--- src/rtl/fetch_unit.sv ---
// RV32I fetch stage: owns the PC, fetches words over a req/ack port and queues them for decode.
// Optional macro FETCH_MISALIGN_TRAP_EN adds a HALT state for misaligned redirect targets.
`timescale 1ns/1ps

module fetch_unit #(
    parameter int              XLEN     = 32,
    parameter logic [XLEN-1:0] RESET_PC = '0,
    parameter int              DEPTH    = 2
) (
    input  logic            clk,
    input  logic            rst_n,
    output logic            imem_req,
    output logic [XLEN-1:0] imem_addr,
    input  logic            imem_ack,
    input  logic [XLEN-1:0] imem_rdata,
    input  logic            redirect,
    input  logic [XLEN-1:0] redirect_pc,
    output logic            inst_valid,
    output logic [XLEN-1:0] inst,
    output logic [XLEN-1:0] inst_pc,
    input  logic            inst_ready,
    output logic            fetch_misalign
);

    localparam int AW = (DEPTH > 1) ? $clog2(DEPTH) : 1;
    localparam int CW = AW + 1;

    localparam logic [1:0] ST_FETCH = 2'd0;
    localparam logic [1:0] ST_WAIT  = 2'd1;
    localparam logic [1:0] ST_DROP  = 2'd2;
    localparam logic [1:0] ST_HALT  = 2'd3;

    logic [1:0]      state_reg, state_next;
    logic            run_reg;
    logic [XLEN-1:0] fetch_pc_reg, fetch_pc_next;
    logic [XLEN-1:0] drop_addr_reg, drop_addr_next;
    logic [AW-1:0]   wr_ptr_reg, rd_ptr_reg;
    logic [CW-1:0]   count_reg, count_next, count_after;

    logic [XLEN-1:0] buf_data_reg [DEPTH];
    logic [XLEN-1:0] buf_pc_reg   [DEPTH];

    logic ack_hs;
    logic push;
    logic pop;
    logic open_req;
    logic target_misaligned;

    // run_reg holds the request off until the first edge after reset release.
    assign imem_req   = run_reg && (state_reg == ST_FETCH || state_reg == ST_DROP);
    assign imem_addr  = (state_reg == ST_DROP) ? drop_addr_reg : fetch_pc_reg;
    assign inst_valid = (count_reg != '0);
    assign inst       = buf_data_reg[rd_ptr_reg];
    assign inst_pc    = buf_pc_reg[rd_ptr_reg];

    assign ack_hs   = imem_req && imem_ack;
    assign open_req = imem_req && !imem_ack;
    assign push     = ack_hs && (state_reg == ST_FETCH) && !redirect;
    assign pop      = inst_valid && inst_ready && !redirect;

    assign count_after = count_reg + CW'(push) - CW'(pop);

`ifdef FETCH_MISALIGN_TRAP_EN
    assign target_misaligned = (redirect_pc[1:0] != 2'b00);
    assign fetch_misalign    = (state_reg == ST_HALT);
`else
    assign target_misaligned = 1'b0;
    assign fetch_misalign    = 1'b0;
`endif

    always_comb begin
        state_next     = state_reg;
        fetch_pc_next  = fetch_pc_reg;
        drop_addr_next = drop_addr_reg;
        count_next     = redirect ? '0 : count_after;
        if (redirect) begin
            fetch_pc_next = redirect_pc & ~XLEN'(3);
            if (target_misaligned) begin
                state_next = ST_HALT;
            end else if (open_req) begin
                // Keep presenting the in-flight address so memory sees a stable request.
                state_next     = ST_DROP;
                drop_addr_next = imem_addr;
            end else begin
                state_next = ST_FETCH;
            end
        end else begin
            case (state_reg)
                ST_FETCH: begin
                    if (push) begin
                        fetch_pc_next = fetch_pc_reg + XLEN'(4);
                        if (count_after == CW'(DEPTH)) begin
                            state_next = ST_WAIT;
                        end
                    end
                end
                ST_WAIT: begin
                    if (pop) begin
                        state_next = ST_FETCH;
                    end
                end
                ST_DROP: begin
                    if (ack_hs) begin
                        state_next = ST_FETCH;
                    end
                end
                default: begin
                    state_next = state_reg;
                end
            endcase
        end
    end

    always_ff @(posedge clk or negedge rst_n) begin
        if (!rst_n) begin
            state_reg     <= ST_FETCH;
            run_reg       <= 1'b0;
            fetch_pc_reg  <= RESET_PC;
            drop_addr_reg <= RESET_PC;
            wr_ptr_reg    <= '0;
            rd_ptr_reg    <= '0;
            count_reg     <= '0;
        end else begin
            state_reg     <= state_next;
            run_reg       <= 1'b1;
            fetch_pc_reg  <= fetch_pc_next;
            drop_addr_reg <= drop_addr_next;
            count_reg     <= count_next;
            if (redirect) begin
                wr_ptr_reg <= '0;
                rd_ptr_reg <= '0;
            end else begin
                if (push) begin
                    wr_ptr_reg <= wr_ptr_reg + AW'(1);
                end
                if (pop) begin
                    rd_ptr_reg <= rd_ptr_reg + AW'(1);
                end
            end
        end
    end

    generate
        for (genvar gi = 0; gi < DEPTH; gi++) begin : g_entry
            always_ff @(posedge clk or negedge rst_n) begin
                if (!rst_n) begin
                    buf_data_reg[gi] <= '0;
                    buf_pc_reg[gi]   <= '0;
                end else if (push && (wr_ptr_reg == AW'(gi))) begin
                    buf_data_reg[gi] <= imem_rdata;
                    buf_pc_reg[gi]   <= fetch_pc_reg;
                end
            end
        end
    endgenerate

endmodule

--- config.mk ---
export PLATFORM = sky130hd
export DESIGN_NAME = fetch_unit
export DESIGN_NICKNAME = d
export VERILOG_FILES = /design/src/rtl/fetch_unit.sv
export SDC_FILE = /design/constraint.sdc
export NUM_CORES = 1
export LEC_CHECK = 0
export CAP_MARGIN = 15
export CORE_ASPECT_RATIO = 0.9
export CORE_MARGIN = 2
export CORE_UTILIZATION = 45
export CTS_CLUSTER_DIAMETER = 200
export DETAILED_ROUTE_END_ITERATION = 7
export PLACE_DENSITY_LB_ADDON = 0.15
export SYNTH_ARGS = -nofsm -noshare
export SYNTH_HDL_FRONTEND = slang
export SYNTH_SLANG_ARGS = --single-unit
--- constraint.sdc ---
create_clock -name clk -period 2.1 [get_ports clk]
set_input_delay 0.63 -clock clk [delete_from_list [all_inputs] [get_ports clk]]
set_output_delay 0.63 -clock clk [all_outputs]
set_load 0.02 [all_outputs]
==> results.cfg, run 1 <==
[floorplan]
initial_core_util_pct = 45.71
dieArea_um2 = 21330
die_x_um = 153.7
die_y_um = 138.8
io_pins = 168
row_count = 49
core_um2 = 19860

[global_routing]
grt_pass1_vias = 7256
antenna_found_initial = 1
grt_max_degree = 67
grt_usage_pct = 23.55
grt_pass1_wl_um = 39700
overflow = 0

[route]
routed_wl_um = 25800
viasPerCell = 5.498
drtIter0Drc = 344
ant_nets = 0
drt-pass1-iter-count = 4
post-route-drc-count = 0
wl_per_cell_um = 20.67
via_count = 6861

[synth]
synth_top_cell_by_area = dfrtp_1
synth.cell_area_um2 = 9080
synth.most_common_cell = mux2_2
synth_cells = 711
synth_top_area_share_pct = 53.19
synth_cell_types = 47
yosysWarnings = 0
synth_area_leaders = dfrtp_1 (53%), mux2_2 (29%), nand2_1 (1.7%)
async_flop_share_pct = 100.0
synth_edf_count = 0
synth-seq-area-share_pct = 53.19
avgSynthCellArea_um2 = 12.77
ys.flop_type = dfrtp_1
synth_seq_cells = 193
yosys-top-cells-count = mux2_2 (236), dfrtp_1 (193), nand2_1 (40), clkbuf_1 (31), o21ai_0 (27)

[power_and_ir_drop]
power_leakage_nw = 6.126
powerDensity_nw_per_um2 = 1087
ir_drop_v = 0.0006301

[timing]
finalHoldViolCount = 0
fin_skew_ps = 8.665
fin_crit_ps = 2482
drv_slew = 0
finalSetupViolCount = 186
fin_crit_sh_pct = 118.2
timing.fmax_mhz = 402.9
timing.final.ws_setup_ps = -382.2
rsz0062_at_grt = true

[clock_network]
cts_buffers = 17
cts-root-buf = clkbuf_16
hold_buffers = 0
path_clk_slew_ps = 70
clkLatencyLatePin_ps = 440
htreeDepth = 4
clock_path_buffers = 2
cts.sinks = 193
cts_tree = done

[final_layout]
finalNonFillerCells = 1248
antennaDiodeCount = 0
final_util_pct = 69.63
drive_above_1_share_pct = 56.29
finalNetCount = 1055
largest_reg_flops = 64
syn_to_final_growth_pct = 52.34

[status]
violations = setup timing
outcome = complete, but fails checks

[critical_path]
slowest_delay_ps = 390
arrival_ps = 1850
cp_cell_sequence = inv_2 > ha_4 > buf_12 > bufbuf_16 > o21ai_2 > buf_6
path_max_fanout = 6
cp.required_ps = 1470
worstSetupPathType = flop to output pin
start_kind = flop
reg2reg_from = state_reg[0]
reg2reg_slack_ps = -250
worstSetupStartpoint = state_reg[0]
cp_slowest_cell = dfrtp_1
end_kind = output pin

[place]
post-place-ws_ps = -719.2
dp_cells = 1156
portBuffers = 162
hpwlAfterDp_um = 15750
gp_congestion = 0.8504

[hold_path]
holdCritPathClass = input pin to async pin

[job]
cap_violations = 0
-- per-stage QoR --
stage          cell area, um2  total power, mW  setup TNS [ps]  hold slack [ps]
6_report                13830            15.03          -30700            76.07
5_1_grt                 13830            15.73          -41840            87.46
4_1_cts                 12920            14.22          -29700            81.65
3_5_place_dp            11610            10.38          -77390            468.4
3_3_place_gp            11610            10.16          -75620            458.5
2_1_floorplan            9154            8.229          -234.0            334.4
-- logic make-up after synthesis --
family / Yosys count / share of synthesized area (%)
multiplexers: 237 / 29.38
AO/OA/AOI/OAI: 65 / 4.506
other: 2 / 0.08271
flip-flops: 193 / 53.19
buffers and inverters: 62 / 2.894
XOR/XNOR: 15 / 1.598
adder cells (fa/ha/maj): 6 / 0.8268
AND/OR/NAND/NOR: 131 / 7.524
-- metal layers --
layer | track usage [%] | vias to the layer above | routed length (um)
li1 | - | 3106 | -
met1 | 31.62 | 3541 | 11260
met2 | 38.76 | 183 | 12950
met3 | 4.688 | 29 | 1214
met4 | 7.339 | 2 | 357
met5 | 0 | - | 13
-- worst max-delay path: cells and delay by family (launching register included) --
kind                     cells  cell delay (ps)
flip-flops                   1              390
adder cells (fa/ha/maj)      1              190
buffers and inverters        4              640
AO/OA/AOI/OAI                1              200
-- cell type report --
cell class | count | area, um2
Clock inverter | 10 | 171.4
Tap cell | 255 | 319.1
Clock buffer | 22 | 474.2
Timing Repair Buffer | 299 | 3357
Inverter | 11 | 41.29
Sequential cell | 193 | 4836
Fill cell | 1387 | 6032
Multi-Input combinational cell | 458 | 4633
-- report_power, final --
part	internal, mW	leakage (nW)	switching, mW
combinational	3.48	3.45	2.43
clock	2.11	0.312	1.47
sequential	4.88	2.36	0.655
-- path summary, 6_finish.rpt --
| check | endpoint | cells after the start |
|---|---|---|
| min | buf_pc_reg[34] | 1 |
| max | imem_addr[17] | 6 |
| max reg2reg | state_reg[0] | 12 |
| min reg2reg | drop_addr_reg[0] | 1 |
| min in group clk | drop_addr_reg[0] | 1 |
| max in group asynchronous | fetch_pc_reg[9] | 2 |
-- cells in the final DEF, fill, tap and decap left out, drive strengths merged, types with 2 or more instances in the layout --
master,synthesis,final
bufinv,0,4
dfrtp,193,193
o21ai,27,27
and4,2,2
clkbuf,32,26
o21a,2,2
buf,19,227
nor4,7,7
and2,3,3
conb,2,4
or3,2,2
clkdlybuf4s50,0,64
nor3,5,5
or4,16,16
xor2,4,4
ha,6,6
nor2,22,22
o31ai,12,12
mux2,236,236
nand4,9,9
o31a,2,2
nand2,40,40
nand2b,2,2
a31oi,14,14
xnor2,10,10
and3,4,4
bufbuf,0,2
inv,11,15
nand3,13,13
-- what timing repair did --
action / 4_1_cts / 5_1_grt
setup buffers: 30 / 19
gates resized for setup: 566 / 189
cloned: 11 / 6
endpoints found under the setup margin: 140 / 205
pin swaps: 20 / 14
Power figures use the tool's default switching activity.
==> run 2, diff against run 1 <==
Settings changed: CORE_MARGIN 2 to default.
==> run 2 against run 1 <==
  * Flip-flop and latch count unchanged
  * Combinational power up 2%
  * Critical path type unchanged
  * Register-to-register slack worse by 80 ps
  * Routed wire length down 0.57%
  * Die area down 2.7%
  * Sequential share of layout area up 0.27 points
  * The flow still finishes with violations (setup timing)
  * Fmax down 1.6%
  * Clock skew up 2.3 ps
  * Utilization up 0.88 points
==> results.cfg, run 2 (synthesized netlist as in run 1, its figures left out) <==
[critical_path]
start_kind = flop
arrival_ps = 1890
cp_common_cell = buf_12
end_kind = output pin
reg2reg_slack_ps = -330
worstSetupPathType = flop to output pin
cp_slowest_cell = dfrtp_1
cp_cell_sequence = inv_2 > ha_4 > buf_12 > buf_12 > bufbuf_16 > o21ai_4 > buf_6
cp.required_ps = 1470
slowest_delay_ps = 380
path_max_fanout = 5

[route]
drtIter0Drc = 321
wl_per_cell_um = 20.91
ant_nets = 0
via_count = 6776
routed_wl_um = 25650
drt-pass1-iter-count = 4
viasPerCell = 5.522
post-route-drc-count = 0

[floorplan]
die_x_um = 151.7
io_pins = 168
row_count = 48
dieArea_um2 = 20750
initial_core_util_pct = 46.66
core_um2 = 19460
die_y_um = 136.8

[global_routing]
antenna_found_initial = 0
overflow = 0
grt_usage_pct = 24.09
grt_max_degree = 56
grt_pass1_vias = 7132
grt_pass1_wl_um = 37750

[timing]
timing.final.ws_setup_ps = -422.0
finalSetupViolCount = 164
timing.fmax_mhz = 396.5
finalHoldViolCount = 0
tightest_slew_ps = 553.6
rsz0062_at_grt = true
drv_slew = 0
max_slew_margin_pct = 62.75
fin_crit_sh_pct = 120.1
fin_skew_ps = 11.00
fin_hold_ws_ps = 147.9
fin_crit_ps = 2522
fin_tns_setup_ps = -29030

[final_layout]
drive_above_1_share_pct = 55.12
final_util_pct = 70.51
largest_reg_flops = 64
final_cell_mix = dfrtp_1 (190), mux2_2 (131), buf_6 (120)
final_common_cell = dfrtp_1
syn_to_final_growth_pct = 51.11
finalNonFillerCells = 1227
stdcell_area_um2 = 13720
finalNetCount = 1038

[clock_network]
cts-root-buf = clkbuf_16
clkLatencyLatePin_ps = 440
htreeDepth = 4
hold_buffers = 0
clock_path_buffers = 2
cts_buffers = 17
cts.sinks = 193
cts_tree = done
path_clk_slew_ps = 70

[power_and_ir_drop]
power_leakage_nw = 6.088
power_mw = 15.08
powerDensity_nw_per_um2 = 1099
ir_drop_v = 0.0006526

[status]
outcome = complete, but fails checks
violations = setup timing

[place]
hpwlAfterDp_um = 15930
dp_cells = 1147
post-place-ws_ps = -729.3
portBuffers = 162
gp_congestion = 0.9261
dpl_cell_area_um2 = 11570

[hold_path]
holdCritPathClass = input pin to async pin

[job]
cap_violations = 0
-- run 2: per-layer routing --
metal / vias up / share of wire [%] / GRT usage (%)
li1: 3078 / - / -
met1: 3471 / 44 / 32.20
met2: 192 / 49 / 39.34
met3: 35 / 5.4 / 4.367
met4: 0 / 1.7 / 8.251
met5: - / 0 / 0
-- run 2: power breakdown --
part / leakage [nW] / internal, mW / switching (mW)
Clock: 0.299 / 1.92 / 1.55
Sequential: 2.36 / 4.88 / 0.673
Combinational: 3.43 / 3.60 / 2.46
-- run 2: worst paths after layout --
kind | endpoint | from | depth (start not counted)
worst max-delay path | imem_addr[16] | state_reg[0] | 7
worst min-delay path | buf_data_reg[27] | rst_n | 1
worst max register to register | fetch_pc_reg[28] | state_reg[0] | 9
worst min register to register | buf_pc_reg[17] | buf_pc_reg[17] | 2
max in group asynchronous | buf_data_reg[21] | rst_n | 2
min in group clk | buf_pc_reg[17] | buf_pc_reg[17] | 2
-- run 2: layout make-up --
cell class / instances / area [um2]
Fill cell: 1284 / 5738
Sequential cell: 193 / 4833
Multi-Input combinational cell: 458 / 4703
Timing Repair Buffer: 282 / 3204
Clock buffer: 17 / 425.4
Tap cell: 250 / 312.8
Clock inverter: 15 / 197.7
Inverter: 11 / 41.29
Antenna cell: 1 / 2.502
-- run 2: worst max-delay path, delay by kind of cell (launching register included) --
kind	cells	cell delay, ps
adder cells (fa/ha/maj)	1	180
flip-flops	1	380
buffers and inverters	5	720
AO/OA/AOI/OAI	1	170
-- run 2: repair_timing --
action / CTS / global route
buffers inserted: 29 / 16
setup endpoints to repair: 140 / 142
pin swaps: 14 / 12
cloned: 9 / 3
resized for setup: 592 / 202
==> run 3, diff against run 2 <==
Settings changed: SLEW_MARGIN from default to 20.
==> results of run 3 <==
The final DEF is identical to that of run 2; final timing and power are the same.
